`src/rtl/hc595_ctrl.sv`:
```
// Serial driver for a two-chip 74HC595 chain: packs {dp, seg, sel} into a 16-bit frame and
// shifts it out MSB-first on DS/SHCP, then latches it with STCP. Optional macro: HC595_DP_EN.
module hc595_ctrl #(
   parameter int unsigned CLK_DIV = 2
) (
   input  logic       clk,
   input  logic       rst_n,
   input  logic       en,
   input  logic [7:0] sel,
   input  logic [6:0] seg,
`ifdef HC595_DP_EN
   input  logic       dp,
`endif
   output logic       ds,
   output logic       shcp,
   output logic       stcp,
   output logic       oe_n,
   output logic       busy
);

   localparam int unsigned     DIV_W    = (CLK_DIV > 1) ? $clog2(CLK_DIV) : 1;
   localparam logic [DIV_W-1:0] DIV_LAST = DIV_W'(CLK_DIV - 1);

   typedef enum logic [1:0] {
      ST_IDLE  = 2'd0,
      ST_LOAD  = 2'd1,
      ST_SHIFT = 2'd2,
      ST_LATCH = 2'd3
   } state_e;

   state_e           state_q, state_d;
   logic [15:0]      shadow_q, shadow_d;
   logic             dirty_q, dirty_d;
   logic [15:0]      sreg_q, sreg_d;
   logic [3:0]       bit_cnt_q, bit_cnt_d;
   logic [DIV_W-1:0] div_cnt_q, div_cnt_d;
   logic             phase_q, phase_d;
   logic             en_q;
   logic             ds_q, ds_d;
   logic             shcp_q, shcp_d;
   logic             stcp_q, stcp_d;
   logic             oe_n_q, oe_n_d;
   logic             busy_q, busy_d;
   logic             dp_bit_s;
   logic [15:0]      word_s;
   logic             start_s;

`ifdef HC595_DP_EN
   assign dp_bit_s = dp;
`else
   assign dp_bit_s = 1'b1;
`endif

   assign word_s  = {dp_bit_s, seg, sel};
   assign start_s = en && (dirty_q || (word_s != shadow_q));

   // State, datapath and output registers
   always_ff @(posedge clk or negedge rst_n) begin
      if (!rst_n) begin
         state_q   <= ST_IDLE;
         shadow_q  <= 16'h0000;
         dirty_q   <= 1'b1;
         sreg_q    <= 16'h0000;
         bit_cnt_q <= 4'd0;
         div_cnt_q <= '0;
         phase_q   <= 1'b0;
         en_q      <= 1'b0;
         ds_q      <= 1'b0;
         shcp_q    <= 1'b0;
         stcp_q    <= 1'b0;
         oe_n_q    <= 1'b1;
         busy_q    <= 1'b0;
      end else begin
         state_q   <= state_d;
         shadow_q  <= shadow_d;
         dirty_q   <= dirty_d;
         sreg_q    <= sreg_d;
         bit_cnt_q <= bit_cnt_d;
         div_cnt_q <= div_cnt_d;
         phase_q   <= phase_d;
         en_q      <= en;
         ds_q      <= ds_d;
         shcp_q    <= shcp_d;
         stcp_q    <= stcp_d;
         oe_n_q    <= oe_n_d;
         busy_q    <= busy_d;
      end
   end

   // Next-state logic; outputs are derived from the next state so the pins stay registered
   always_comb begin
      state_d   = state_q;
      shadow_d  = shadow_q;
      dirty_d   = dirty_q;
      sreg_d    = sreg_q;
      bit_cnt_d = bit_cnt_q;
      div_cnt_d = div_cnt_q;
      phase_d   = phase_q;

      if (en && !en_q) begin
         dirty_d = 1'b1;
      end else begin
         dirty_d = dirty_q;
      end

      case (state_q)
         ST_IDLE: begin
            if (start_s) begin
               state_d = ST_LOAD;
            end else begin
               state_d = ST_IDLE;
            end
         end
         ST_LOAD: begin
            state_d   = ST_SHIFT;
            sreg_d    = word_s;
            shadow_d  = word_s;
            dirty_d   = 1'b0;
            bit_cnt_d = 4'd0;
            div_cnt_d = '0;
            phase_d   = 1'b0;
         end
         ST_SHIFT: begin
            if (div_cnt_q == DIV_LAST) begin
               div_cnt_d = '0;
               if (!phase_q) begin
                  phase_d = 1'b1;
               end else begin
                  phase_d   = 1'b0;
                  sreg_d    = {sreg_q[14:0], 1'b0};
                  bit_cnt_d = bit_cnt_q + 4'd1;
                  if (bit_cnt_q == 4'd15) begin
                     state_d = ST_LATCH;
                  end else begin
                     state_d = ST_SHIFT;
                  end
               end
            end else begin
               div_cnt_d = div_cnt_q + DIV_W'(1);
            end
         end
         ST_LATCH: begin
            if (div_cnt_q == DIV_LAST) begin
               div_cnt_d = '0;
               state_d   = ST_IDLE;
            end else begin
               div_cnt_d = div_cnt_q + DIV_W'(1);
            end
         end
         default: begin
            state_d = ST_IDLE;
         end
      endcase

      if (state_d == ST_SHIFT) begin
         ds_d = sreg_d[15];
      end else begin
         ds_d = 1'b0;
      end
      shcp_d = (state_d == ST_SHIFT) && phase_d;
      stcp_d = (state_d == ST_LATCH);
      busy_d = (state_d != ST_IDLE);

      // Output enable drops after a completed latch, and only while the display is enabled
      if (!en) begin
         oe_n_d = 1'b1;
      end else if ((state_q == ST_LATCH) && (div_cnt_q == DIV_LAST)) begin
         oe_n_d = 1'b0;
      end else begin
         oe_n_d = oe_n_q;
      end
   end

   assign ds   = ds_q;
   assign shcp = shcp_q;
   assign stcp = stcp_q;
   assign oe_n = oe_n_q;
   assign busy = busy_q;

endmodule
```
`config.mk`:
```
export PLATFORM = sky130hd
export DESIGN_NAME = hc595_ctrl
export DESIGN_NICKNAME = d
export VERILOG_FILES = /design/src/rtl/hc595_ctrl.sv
export SDC_FILE = /design/constraint.sdc
export NUM_CORES = 1
export LEC_CHECK = 0
export BUFFER_PORTS_ARGS = -buffer_cell sky130_fd_sc_hd__buf_2
export CORE_MARGIN = 10
export CORE_UTILIZATION = 40
export CTS_CLUSTER_SIZE = 30
export DETAILED_ROUTE_END_ITERATION = 10
export GPL_TIMING_DRIVEN = 0
export SLEW_MARGIN = 10
export SYNTH_ARGS = -nofsm -noshare
export SYNTH_HDL_FRONTEND = slang
export SYNTH_SLANG_ARGS = --single-unit
export TNS_END_PERCENT = 5
```
`constraint.sdc`:
```
create_clock -name clk -period 5.6 [get_ports clk]
set_clock_uncertainty 0.15 [all_clocks]
set_input_delay 1.12 -clock clk [delete_from_list [all_inputs] [get_ports clk]]
set_output_delay 1.12 -clock clk [all_outputs]
set_load 0.01 [all_outputs]
```
# ---- Word-level counts from Yosys, hierarchy flattened
# Index checks and enable logic that the tools add are counted.
# Widths: inputs -> output; s select.
dict set report word_totals {
  ff_bits 47
  inputBits 18
  out_inout_bits 5
}
dict set report op_classes {
  addsub 2
  eq_ne 10
  n_mux 22
  reduce_logical 13
}
# cell count
set ops {}
lappend ops {{$mux 16} 2}
lappend ops {{$pmux 16 s2} 1}
lappend ops {{$ne 16x16->1} 1}
lappend ops {{$mux 1} 10}
lappend ops {{$eq 2x2->1 const B} 4}
lappend ops {{$mux 4} 2}
lappend ops {{$pmux 2 s4} 1}
lappend ops {{$pmux 4 s2} 1}
lappend ops {{$reduce_bool 2->1} 4}
lappend ops {{$mux 2} 3}
lappend ops {{$add 4x1->4 const B} 1}
lappend ops {{$eq 4x4->1 const B} 1}
lappend ops {{$logic_and 1x1->1} 4}
lappend ops {{$ne 2x2->1 const B} 2}
lappend ops {{$pmux 1 s2} 2}
lappend ops {{$reduce_and 3->1} 1}
lappend ops {{$eq 2x1->1 const B} 1}
lappend ops {{$logic_not 2->1} 1}
lappend ops {{$ne 2x1->1 const B} 1}
lappend ops {{$reduce_or 2->1} 1}
lappend ops {{$add 1x1->1 const B} 1}
lappend ops {{$logic_not 1->1} 1}
lappend ops {{$logic_or 1x1->1} 1}

# ---- Longest topological paths before layout
# Gate-level depths: netlist of the first run.
dict set report logic_depth {
  depth_word 7
  ltp_mapped 8
  ltp_nobuf 7
}

# ---- Worst setup path before layout of the first run
# No wires, ideal clock.
dict set report synth_timing {
  path_kind {input-to-reg}
  startpoint {input seg[4]}
  endpoint {register ds_q, in the netlist ds}
  setup_ns 0.067
  arrival_time_ns 2.061
  required_time_ns 5.383
  slack_ns 3.322
  stages 5
  path_buffers 0
  cell_sequence {xor2_1 -> nor4_2 -> nand4_1 -> a31oi_2 -> and3_1}
}
dict set report synth_between {
  elab_chain_len 7
}
# element line_no
set synth_rtl {}
lappend synth_rtl {{start: declaration} 10} ;# input logic [6:0] seg,
lappend synth_rtl {{$ne 16x16->1} 55} ;# assign start_s = en && (dirty_q || (word_s != shadow_q));
lappend synth_rtl {{$logic_or 1x1->1} 55}
lappend synth_rtl {{$logic_and 1x1->1} 55}
lappend synth_rtl {{$mux 1} 108} ;# if (start_s) begin
lappend synth_rtl {{$pmux 2 s4} 106} ;# case (state_q)
lappend synth_rtl {{$eq 2x2->1} 155} ;# if (state_d == ST_SHIFT) begin
lappend synth_rtl {{$mux 1} 155}
lappend synth_rtl {{via ds_d} 39} ;# logic ds_q, ds_d;
lappend synth_rtl {{end signal: assignment} 82} ;# ds_q <= ds_d;
lappend synth_rtl {{end: declaration} 39}
# The timed path passes the listed nets, and every way through them passes these cells.
# A chain may end at the register's enable or synchronous reset.

# ---- Final worst setup path of the first run
dict set report layout_timing {
  startpoint {input seg[5]}
  endpoint {register ds_q, in the netlist ds}
}
# The elaborated chain is that of the path after synthesis.

==> results of run 1 <==
==> path summary, 6_finish.rpt <==
path | end | cells after the start | slack [ps] | start
max | ds$_DFF_PN0_ | 6 | 3200 | seg[5]
min | oe_n$_DFFE_PN1P_ | 2 | 310 | oe_n$_DFFE_PN1P_
max reg2reg | sreg_q[14]$_DFFE_PN0P_ | 6 | 3410 | state_q[0]$_DFF_PN0_
min reg2reg | oe_n$_DFFE_PN1P_ | 2 | 310 | oe_n$_DFFE_PN1P_
max in group asynchronous | en_q$_DFF_PN0_ | 1 | 3760 | rst_n
min in group asynchronous | busy$_DFF_PN0_ | 1 | 860 | rst_n
==> worst min-delay path, stage by stage, from the launching register on <==
cell	delay [ps]
dfstp_2	370
nand2_1	40
nand2_1	40
==> metrics by stage <==
stage               utilization  worst slack [ps]  cells
floorplan                     -              3320    232
detailed placement        0.447              2840    326
CTS                       0.463              3150    333
global placement          0.447              2860    326
finish                    0.463              3200    333
global route              0.463              3110    333
==> kinds of logic (layout without fill, tap and decap cells) <==
logic type / Yosys count / in the layout / synth area share
AOI/OAI and AO/OA: 73 / 73 / 0.200
xor gates and xnor gates: 17 / 17 / 0.0659
adders and majority gates: 5 / 5 / 0.0277
buffers and inverters: 34 / 63 / 0.0587
DFF: 47 / 47 / 0.522
muxes: 2 / 2 / 0.00941
and+or+nand+nor: 54 / 54 / 0.116
==> cells in the mapped netlist, types with 4 or more instances <==
cell type,count
o21ai_0,22
inv_1,22
dfrtp_1,45
clkbuf_1,8
nor2_1,8
o22ai_1,14
nand2_1,28
a21oi_1,19
xor2_1,17
nand3_1,4
ha_1,5
a22o_1,14
buf_2,4
==> cell type report <==
class	instances	area (µm²)	share of cell area
plain buffers	12	50.0	0.0196
repair buffers	22	110	0.0432
flip-flops and latches	47	1180	0.463
inverters	22	82.6	0.0324
multi-input cells	151	948	0.372
clock buffers	6	82.6	0.0324
well taps	72	90.1	0.0354
clock inverters	1	5.00	0.00196
==> metal layers <==
metal | global-route usage | wire length (µm)
met1 | 0.179 | 2660
met3 | 0.0346 | 165
met5 | 0 | 0
met2 | 0.188 | 2430
met4 | 0.0574 | 119
==> power groups by stage <==
| stage | Sequential, W | Clock, W | Combinational (W) |
|---|---|---|---|
| 6_report | 0.000559 | 0.000211 | 0.000508 |
| 5_1_grt | 0.000575 | 0.000236 | 0.000586 |
| 4_1_cts | 0.000558 | 0.000216 | 0.000512 |
| 3_5_place_dp | 0.000563 | 0 | 0.000509 |
| 3_3_place_gp | 0.000560 | 0 | 0.000500 |
| 2_1_floorplan | 0.000551 | 0 | 0.000363 |
==> registers in the layout (all words and copies together), names as in the netlist <==
name / count
stcp: 1
oe_n: 1
sreg_q: 16
en_q: 1
ds: 1
div_cnt_q: 1
bit_cnt_q: 4
busy: 1
shadow_q: 16
shcp: 1
phase_q: 1
state_q: 2
dirty_q: 1
==> impl_metrics.ini, run 1 <==
[sta]
max_freq_mhz = 417
maxSlewHeadroom = 0.273
tightest_slew_ps = 1090
hold_ws_ps = 307
drv_slew = 0
rsz0062_at_grt = false
period_share = 0.428
post-route-min-period_ps = 2400
tns_ps = 0
finalHoldViolations = 0
setup_viol = 0

[routing]
firstDrtPassIters = 4
wirelength_mm = 5.37
post_drt_via_cell_ratio = 5.31
drt_drc_violations_left = 0
wl_per_cell_um = 16.1
vias = 1768
drtAntennaViolNets = 0
first_iter_violations = 92

[yosys]
ys_types = 28
ys_seq_area_frac = 0.522
yosysWarnings = 0
synth.net_count = 255
yosys_register_bits = 47
synth_top_cells_by_area = dfrtp_1 (50%), xor2_1 (6.6%), a22o_1 (5.4%), o21ai_0 (4.9%), nand2_1 (4.7%)
syn_avg_cell_area_um2 = 9.74
netlist_instances = 232
synthArstFlopShare = 1.00
synth_area_um2 = 2260
synth_flop_cell = dfrtp_1
synth_edf_count = 0
yosysTopAreaCell = dfrtp_1
yosysTopAreaCellShare = 0.498

[status]
status = complete, no violations

[finish]
antennaDiodeCount = 0
final_common_cell = dfrtp_1
drive_gt1_frac = 0.157
num-fill-cells = 520
area_growth_pct = 12.7
final_nets = 284
final_cell_mix = dfrtp_1 (45), nand2_1 (28), buf_2 (26)
fin_area_um2 = 2550

[place]
place_congestion = 0.802
dpl.hpwl_mm = 3.67
place_area_um2 = 2460
io_buffers = 22

[global_route]
grt_antenna_before_repair = 0
track_usage = 0.130
grt-ovfl-total = 0
grt_max_degree = 48
grt_pass1_wl_mm = 9.16
grt_pass1_vias = 1842

[power]
power_frac_clock = 0.165
p_int_w = 0.000762
powerDensity_nw_per_um2 = 502
pwr-share-comb = 0.398
ir_worst_vdd_mv = 0.184
swShare = 0.403
total_power_w = 0.00128
p_leak_nw = 1.19
p_seq_frac = 0.437
p_switching_w = 0.000515

[critical_path]
crit_path_end_kind = register
cp_slowest_cell = nor4_2
crit_chain = buf_2 -> xor2_1 -> nor4_2 -> nand4_1 -> a31oi_2 -> and3_1
critPathBufInv = 1
cpPeakStageDelay_ps = 360
crit_family = simple AND/OR/NAND/NOR gates
crit_fanout = 5
critPathRequiredTime_ps = 5690
cp.arrival_ps = 2490
start_kind = input port
criticalPathCategory = input port to register

[clock_tree]
post-cts-setup-buffer-count = 0
cts.clk_slew.worst_paths_ps = 80
clkLatencyLatePin_ps = 300
clock-sinks = 47
cts_buffers = 5
clockRootBuffer = clkbuf_8
clk_path_buf_depth = 2
htreeDepth = 2
cts_resized = 0
tritoncts = built
cts_hold_buffers = 0

[floorplanning]
die_y_um = 95.2
initial_core_util = 0.410
die_x_um = 95.2
rows = 27
coreArea_um2 = 5510
die_area_um2 = 9060
io_pins = 23

[flow_run]
maxCapViolCount = 0

[hold_path]
hold_path_class = register to register
Power figures use the tool's default switching activity.
==> inputs of run 2 (changes only) <==
==> constraint.sdc (replaced) <==
create_clock -name clk -period 2.3 [get_ports clk]
set_clock_uncertainty 0.15 [all_clocks]
set_input_delay 0.46 -clock clk [delete_from_list [all_inputs] [get_ports clk]]
set_output_delay 0.46 -clock clk [all_outputs]
set_load 0.01 [all_outputs]
==> run 2 against run 1 <==
- non-clock buffer count stayed put
- combinational power rose by 140%
- first-iteration DRC count decreased by 2.2%
- via count rose by 0.11%
- count of clock-buffer cells in the layout unchanged
- register-to-register slack worse by 3200 ps
- core utilization rose by 0.068 points
- global-route usage unchanged
- cell count stayed put
- sequential power grew 140%
==> impl_metrics.ini, run 2 (synthesized netlist as in run 1, its figures left out) <==
[routing]
post_drt_via_cell_ratio = 5.32
drtAntennaViolNets = 0
firstDrtPassIters = 4
first_iter_violations = 90
vias = 1770
wirelength_mm = 5.34
drt_drc_violations_left = 0
wl_per_cell_um = 16.0

[hold_path]
min_path_cells = 1
hold_path_class = input port to register
hold_path.startpoint = en

[place]
post-place-ws_ps = 102
place_congestion = 0.802
dpl.hpwl_mm = 3.67
io_buffers = 22
dpl.cell_count = 326

[finish]
largestRegisters = shadow_q: 16 flops, sreg_q: 16 flops, bit_cnt_q: 4 flops
drive_gt1_frac = 0.161
fin_util = 0.463
area_growth_pct = 12.9
final_nets = 284
antennaDiodeCount = 0
final_cell_mix = dfrtp_1 (45), nand2_1 (28), buf_2 (26)
final_common_cell = dfrtp_1
fin_cells = 333
num-fill-cells = 521

[sta]
worst_slack_ps = 174
tightest_slew_ps = 1080
post-route-min-period_ps = 2130
setup_viol = 0
drv_slew = 0
max_freq_mhz = 470
maxSlewHeadroom = 0.281
tns_ps = 0
finalHoldViolations = 0
period_share = 0.924
rsz0062_at_grt = false

[power]
p_switching_w = 0.00125
powerDensity_nw_per_um2 = 1220
total_power_w = 0.00311
p_leak_nw = 1.19
power_frac_clock = 0.165
p_int_w = 0.00186
pwr-share-comb = 0.398
swShare = 0.402
ir_worst_vdd_mv = 0.445
p_seq_frac = 0.437

[flow_run]
maxCapViolCount = 0

[clock_tree]
clkLatencyLatePin_ps = 310
cts_hold_buffers = 0
tritoncts = built
htreeDepth = 2
clockRootBuffer = clkbuf_8
post-cts-setup-buffer-count = 0
cts.clk_slew.worst_paths_ps = 90
cts_resized = 0
clk_path_buf_depth = 2
clock-sinks = 47
cts_buffers = 5

[floorplanning]
die_y_um = 95.2
coreArea_um2 = 5510
initial_core_util = 0.410
die_area_um2 = 9060
rows = 27
die_x_um = 95.2
io_pins = 23

[critical_path]
cp.arrival_ps = 2180
r2r_cells = 6
criticalPathCategory = register to register
start_kind = register
crit_path_end_kind = register
crit_fanout = 10
r2r_start = state_q[0]$_DFF_PN0_
critPathRequiredTime_ps = 2350
startpoint = state_q[0]$_DFF_PN0_

[global_route]
grt_pass1_vias = 1842
grt_max_degree = 48
track_usage = 0.130
grt-ovfl-total = 0
grt_pass1_wl_mm = 9.16
grt_antenna_before_repair = 0

[status]
status = complete, no violations
## run 2: cell counts in the layout (fill, tap and decap cells not counted)
Identical to the previous run, type by type.
## run 2: layout make-up
| cell class | count | area (µm²) | share of cell area |
|---|---|---|---|
| Buffer | 12 | 50.0 | 0.0196 |
| Clock buffer | 6 | 82.6 | 0.0324 |
| Clock inverter | 1 | 5.00 | 0.00196 |
| Inverter | 22 | 82.6 | 0.0324 |
| Multi-Input combinational cell | 151 | 952 | 0.373 |
| Sequential cell | 47 | 1180 | 0.462 |
| Tap cell | 72 | 90.1 | 0.0353 |
| Timing Repair Buffer | 22 | 110 | 0.0432 |
## run 2: final timing paths
path / end / slack, ps
max in group asynchronous: en_q$_DFF_PN0_ / 1130
max reg2reg: sreg_q[4]$_DFFE_PN0P_ / 170
min: en_q$_DFF_PN0_ / 170
max: sreg_q[4]$_DFFE_PN0P_ / 170
min reg2reg: oe_n$_DFFE_PN1P_ / 310
min in group asynchronous: busy$_DFF_PN0_ / 190
## run 2: metrics by stage
| stage | hold slack, ps | cell area (µm²) |
|---|---|---|
| 3_5_place_dp | 300 | 2460 |
| 3_3_place_gp | 295 | 2460 |
| 2_1_floorplan | 14.4 | 2260 |
| 5_1_grt | 164 | 2550 |
| 4_1_cts | 170 | 2550 |
| 6_report | 174 | 2550 |
## run 2: power groups by stage
stage                     sequential [W]  clock, W  combinational [W]
after floorplan                  0.00134         0           0.000884
after global placement           0.00136         0            0.00122
after detailed placement         0.00137         0            0.00124
after CTS                        0.00136  0.000526            0.00125
after global routing             0.00140  0.000576            0.00143
final                            0.00136  0.000514            0.00124
## run 2: routing by layer
metal,GRT usage,share of wire,vias up
li1,-,-,862
met1,0.179,0.49,864
met2,0.188,0.46,40
met3,0.0346,0.037,4
met4,0.0574,0.013,0
met5,0,0,-
## run 2: worst max-delay path: stages, from the launching register on
cell and delay [ps]:
dfrtp_1 420, inv_1 80, ha_1 290, nand3_1 280
clkbuf_1 430, o22ai_1 160, a22o_1 220
